[config.mk]
export PLATFORM = sky130hd
export DESIGN_NAME = s_machine_sequencer
export DESIGN_NICKNAME = d
export VERILOG_FILES = /design/src/rtl/s_machine_sequencer.sv
export SDC_FILE = /design/constraint.sdc
export NUM_CORES = 1
export LEC_CHECK = 0
export BUFFER_PORTS_ARGS = -buffer_cell sky130_fd_sc_hd__buf_4
export CAP_MARGIN = 40
export CORE_MARGIN = 5
export CORE_UTILIZATION = 50
export DETAILED_ROUTE_END_ITERATION = 10
export MAX_ROUTING_LAYER = met4
export PLACE_DENSITY = 0.85
export SLEW_MARGIN = 20
export SYNTH_ARGS = -nofsm -noshare
export SYNTH_HDL_FRONTEND = slang
export SYNTH_SLANG_ARGS = --single-unit
export TNS_END_PERCENT = 20
[constraint.sdc]
create_clock -name clk -period 4.85 [get_ports clk]
set_clock_uncertainty 0.2 [all_clocks]
set_input_delay 0.485 -clock clk [delete_from_list [all_inputs] [get_ports clk]]
set_output_delay 0.485 -clock clk [all_outputs]
set_load 0.02 [all_outputs]
[src/rtl/s_machine_sequencer.sv]
// s_machine_sequencer: fetch/issue controller for the S-Machine CPU.
//
// Owns the program counter and fetches 16-bit words from the shared 256x16
// synchronous-read memory. Each non-HALT word is issued to the interpreter
// with a one-cycle start pulse. The sequencer then waits for done and either
// advances the PC or reloads it. The single memory port belongs to the
// interpreter only while an instruction is in WAIT.
//
// Ports:
//   clk, rst              system clock, synchronous active-high reset
//   run, halt_req         start from IDLE / stop cleanly at the next boundary
//   mem_*                 shared memory bus (address, rw, write data, read data)
//   interp_inst/start     instruction register and issue pulse to the interpreter
//   interp_done/addr/rw/data_out/pc_load/pc_target
//                         interpreter completion, memory request and PC redirect
//   pc, busy, halted, fault, inst_count
//                         status
module s_machine_sequencer #(
    parameter logic [7:0]  RESET_PC    = 8'h00,
    parameter logic [3:0]  HALT_OPCODE = 4'hF,
    parameter int unsigned TIMEOUT     = 16
) (
    input  logic        clk,
    input  logic        rst,
    input  logic        run,
    input  logic        halt_req,
    input  logic [15:0] mem_data_in,
    output logic [7:0]  mem_addr,
    output logic        mem_rw,
    output logic [15:0] mem_data_out,
    output logic [15:0] interp_inst,
    output logic        interp_start,
    input  logic        interp_done,
    input  logic [7:0]  interp_addr,
    input  logic        interp_rw,
    input  logic [15:0] interp_data_out,
    input  logic        interp_pc_load,
    input  logic [7:0]  interp_pc_target,
    output logic [7:0]  pc,
    output logic        busy,
    output logic        halted,
    output logic        fault,
    output logic [15:0] inst_count
);

    localparam logic [7:0] TimeoutLimit = 8'(TIMEOUT);

    typedef enum logic [2:0] {
        StIdle,
        StFetch,
        StLatch,
        StIssue,
        StWait,
        StUpdate,
        StHalted,
        StFault
    } state_e;

    state_e      state_q;
    logic [7:0]  pc_q;
    logic [7:0]  seq_addr_q;
    logic [15:0] inst_q;
    logic        start_q;
    logic        busy_q;
    logic        halted_q;
    logic        fault_q;
    logic [15:0] count_q;
    logic [7:0]  tmo_q;
    logic        pc_load_q;
    logic [7:0]  pc_target_q;
    logic [7:0]  pc_next;

    // Redirect values are captured with done in WAIT and consumed in UPDATE.
    assign pc_next = pc_load_q ? pc_target_q : pc_q + 8'd1;

    always_ff @(posedge clk) begin
        if (rst) begin
            state_q     <= StIdle;
            pc_q        <= RESET_PC;
            seq_addr_q  <= 8'h00;
            inst_q      <= 16'h0000;
            start_q     <= 1'b0;
            busy_q      <= 1'b0;
            halted_q    <= 1'b0;
            fault_q     <= 1'b0;
            count_q     <= 16'h0000;
            tmo_q       <= 8'h00;
            pc_load_q   <= 1'b0;
            pc_target_q <= 8'h00;
        end else begin
            start_q <= 1'b0;
            unique case (state_q)
                StIdle: begin
                    if (run) begin
                        state_q    <= StFetch;
                        seq_addr_q <= pc_q;
                        busy_q     <= 1'b1;
                    end
                end
                StFetch: begin
                    // Address is already pc; data arrives next cycle.
                    state_q <= StLatch;
                end
                StLatch: begin
                    inst_q <= mem_data_in;
                    if (mem_data_in[15:12] == HALT_OPCODE) begin
                        state_q  <= StHalted;
                        busy_q   <= 1'b0;
                        halted_q <= 1'b1;
                    end else begin
                        state_q <= StIssue;
                        start_q <= 1'b1;
                    end
                end
                StIssue: begin
                    tmo_q   <= 8'h00;
                    state_q <= StWait;
                end
                StWait: begin
                    if (interp_done) begin
                        pc_load_q   <= interp_pc_load;
                        pc_target_q <= interp_pc_target;
                        state_q     <= StUpdate;
                    end else begin
                        tmo_q <= tmo_q + 8'd1;
                        if (tmo_q + 8'd1 == TimeoutLimit) begin
                            state_q <= StFault;
                            busy_q  <= 1'b0;
                            fault_q <= 1'b1;
                        end
                    end
                end
                StUpdate: begin
                    pc_q       <= pc_next;
                    seq_addr_q <= pc_next;
                    if (count_q != 16'hFFFF) begin
                        count_q <= count_q + 16'd1;
                    end
                    if (halt_req) begin
                        state_q <= StIdle;
                        busy_q  <= 1'b0;
                    end else begin
                        state_q <= StFetch;
                    end
                end
                StHalted, StFault: begin
                    // Sticky until rst.
                end
                default: begin
                    state_q <= StIdle;
                    busy_q  <= 1'b0;
                end
            endcase
        end
    end

    // Memory port mux: the interpreter owns the bus only while in WAIT.
    always_comb begin
        mem_addr     = seq_addr_q;
        mem_rw       = 1'b0;
        mem_data_out = 16'h0000;
        if (state_q == StWait) begin
            mem_addr     = interp_addr;
            mem_rw       = interp_rw;
            mem_data_out = interp_data_out;
        end
    end

    assign interp_inst  = inst_q;
    assign interp_start = start_q;
    assign pc           = pc_q;
    assign busy         = busy_q;
    assign halted       = halted_q;
    assign fault        = fault_q;
    assign inst_count   = count_q;

endmodule

==> flow_summary.json <==
{
  "nFillCells": 556,
  "drive_above_1_share_pct": 28.9,
  "avgSynthCellArea_um2": 8.07,
  "design.core.area_um2": 6720,
  "yosys.area.top_type": "dfxtp_1",
  "cts_tree": "yes",
  "h-tree-depth": 3,
  "met1_usage_pct": 25.5,
  "ctsHoldBuffers": 0,
  "hold_end": "interp_inst[7]$_SDFFE_PP0N_",
  "die-area_um2": 8610,
  "layout.nets": 600,
  "timing.rr.end": "inst_count[14]$_SDFFE_PP0P_",
  "slew_violations": 0,
  "synth_top_area_share_pct": 42.0,
  "wire_per_inst_um": 15.1,
  "first_pass_iters": 5,
  "fin_crit_ns": 3.09,
  "max_freq_ghz": 0.324,
  "cp_top_family": "simple AND/OR/NAND/NOR gates",
  "slew_headroom_pct": 54.9,
  "synth_edf_count": 0,
  "setup_tns_ns": 0,
  "syn_area_um2": 3430,
  "num_rows": 30,
  "path_clk_slew_ns": 0.08,
  "hold_depth": 3,
  "critPathKind": "register to output port",
  "period_share_pct": 63.7,
  "syn-num-nets": 483,
  "ys_top_cells_by_count": "nand2_1 (76), dfxtp_1 (72), nor2_1 (51)",
  "synth_async_sr_flop_share_pct": 0,
  "synth_warnings": 0,
  "postRouteAntennaNets": 0,
  "synthFlopType": "dfxtp_1",
  "gr-usage-all-layers_pct": 21.9,
  "remaining_drc_errors": 0,
  "die_h_um": 92.8,
  "worst_pin_slew_ns": 0.675,
  "gp_congestion": 0.877,
  "start_util_pct": 51.0,
  "setup_viol": 0,
  "io_pins": 124,
  "cts_root_buf": "clkbuf_8",
  "crit_path_end_kind": "output port",
  "die_x_um": 92.8,
  "place.detailed.instances": 609,
  "post_cts_buffers": 0,
  "outcome": "completed",
  "drt-initial-drc-count": 219,
  "synth_cells": 425,
  "grt_overflow": 0,
  "cp_num_buf_inv": 2,
  "startpoint_type": "register",
  "r2r_start": "state_q[0]$_SDFFE_PP0P_",
  "clock_path_buffers": 2,
  "clk-insertion-delay-late_ns": 0.34,
  "hold_class": "primary input to register",
  "cp_data_required_time_ns": 4.16,
  "p_per_area_nw_per_um2": 311,
  "post_cts_resized": 0,
  "cpPeakStageDelay_ns": 0.68,
  "grt_pass1_vias": 3261,
  "critPathMaxFanout": 18,
  "grt_pass1_wl_mm": 15.1,
  "grt-busiest-layer": "met2",
  "rsz0062_at_grt": "false",
  "reg2regPathDepth": 4,
  "maxCapViolCount": 0,
  "synth.distinct_cells": 54,
  "ys_seq_area_share_pct": 42.0,
  "n_antenna_cell": 0,
  "synthTopCellsByArea": "dfxtp_1 (42%), nand2_1 (8.3%), a21oi_1 (6.3%), nor2_1 (5.6%), and2_1 (3.6%)",
  "p_leak_nw": 1.95,
  "area_growth_pct": 34.8,
  "antenna_found_initial": 0,
  "fin_cells": 627,
  "crit_chain": "nor3b_4, buf_8, mux2_2, buf_4",
  "cts_inserted_buffers": 9,
  "vias": 3486,
  "cp.arrival_ns": 2.40,
  "cts_num_sinks": 72,
  "hold_start": "mem_data_in[7]",
  "hpwlAfterDp_mm": 6.93,
  "routed_wl_mm": 9.44,
  "met2_usage_pct": 37.1,
  "yosysMostFrequentCell": "nand2_1",
  "grtUsageMet3_pct": 5.28,
  "grt_max_degree": 67,
  "hold_viol": 0,
  "startpoint": "state_q[2]$_SDFFE_PP0P_",
  "ys_seq_elements": 72,
  "portBuffers": 123,
  "via_per_inst": 5.56,
  "r2r_slack_ns": 2.48,
  "slowest_stage": "nor3b_4",
  "vdd_drop_max_mv": 0.284
}
-- state kept, by name (all words and copies together), names as in the netlist --
name / flops
pc: 8
tmo_q: 8
fault: 1
halted: 1
interp_inst: 16
inst_count: 16
busy: 1
seq_addr_q: 8
interp_start: 1
pc_target_q: 8
pc_load_q: 1
state_q: 3
-- per-stage QoR --
stage	total power, mW	worst slack [ns]	hold slack (ns)	cell area, µm²	utilization, %
floorplan	0.816	2.71	0.232	3430	-
global placement	0.914	2.04	0.239	4370	65.0
detailed placement	0.926	2.14	0.247	4390	65.3
CTS	1.44	1.77	0.180	4610	68.6
global route	1.50	1.62	0.180	4620	68.8
finish	1.44	1.76	0.182	4620	68.8
-- where the power goes --
group | total (mW) | internal [mW] | switching (mW)
registers | 0.654 | 0.620 | 0.0343
clock network | 0.522 | 0.292 | 0.229
logic | 0.262 | 0.118 | 0.144
-- cells by family after synthesis --
group	synth area share (%)
xor+xnor	2.81
fa+ha+maj	1.10
flops	42.0
mux	4.12
simple gates	29.7
buf+inv	3.36
compound gates	16.9
-- tightest hold or removal path: stages --
cell and delay (ns):
buf_4 0.11, nand2_1 0.04, a21oi_1 0.05
-- per-layer routing --
metal,part of all wire (%),routed length [µm]
met2,51,4840
met1,41,3920
met4,1.5,140
met3,5.7,542
met5,0,0
-- layout by cell type, fill, tap and decap left out, types with 3 or more instances in the layout --
cell / n
buf_4: 124
nand2_1: 76
dfxtp_1: 72
nor2_1: 51
a21oi_1: 43
and2_1: 20
o21ai_0: 15
nand3_1: 10
mux2_2: 9
clkbuf_8: 9
and3_1: 8
o211ai_1: 7
o22ai_1: 7
inv_1: 6
xor2_1: 6
a22oi_1: 5
xnor2_1: 5
nor2b_1: 4
nor3_1: 4
and4_1: 4
mux2i_1: 4
nand2b_1: 3
nand3b_1: 3
nand4_1: 3
a211oi_1: 3
ha_1: 3
-- worst max-delay path by stage --
stage	to	slack, ns	cells after the start
2_1_floorplan	mem_addr[2]	2.71	6
6_report	mem_addr[0]	1.76	4
3_3_place_gp	mem_addr[5]	2.04	3
4_1_cts	mem_addr[4]	1.77	4
5_1_grt	mem_addr[0]	1.62	4
3_5_place_dp	mem_addr[0]	2.14	4
-- cell type report --
class	instances	area, µm²	area share, %
Multi-Input combinational cell	326	1880	40.6
Sequential cell	72	1440	31.2
Clock inverter	6	92.6	2.00
Tap cell	80	100	2.17
Timing Repair Buffer	127	958	20.7
Clock buffer	10	128	2.76
Inverter	6	22.5	0.487
Note: power is estimated with default switching activity, not from simulation.
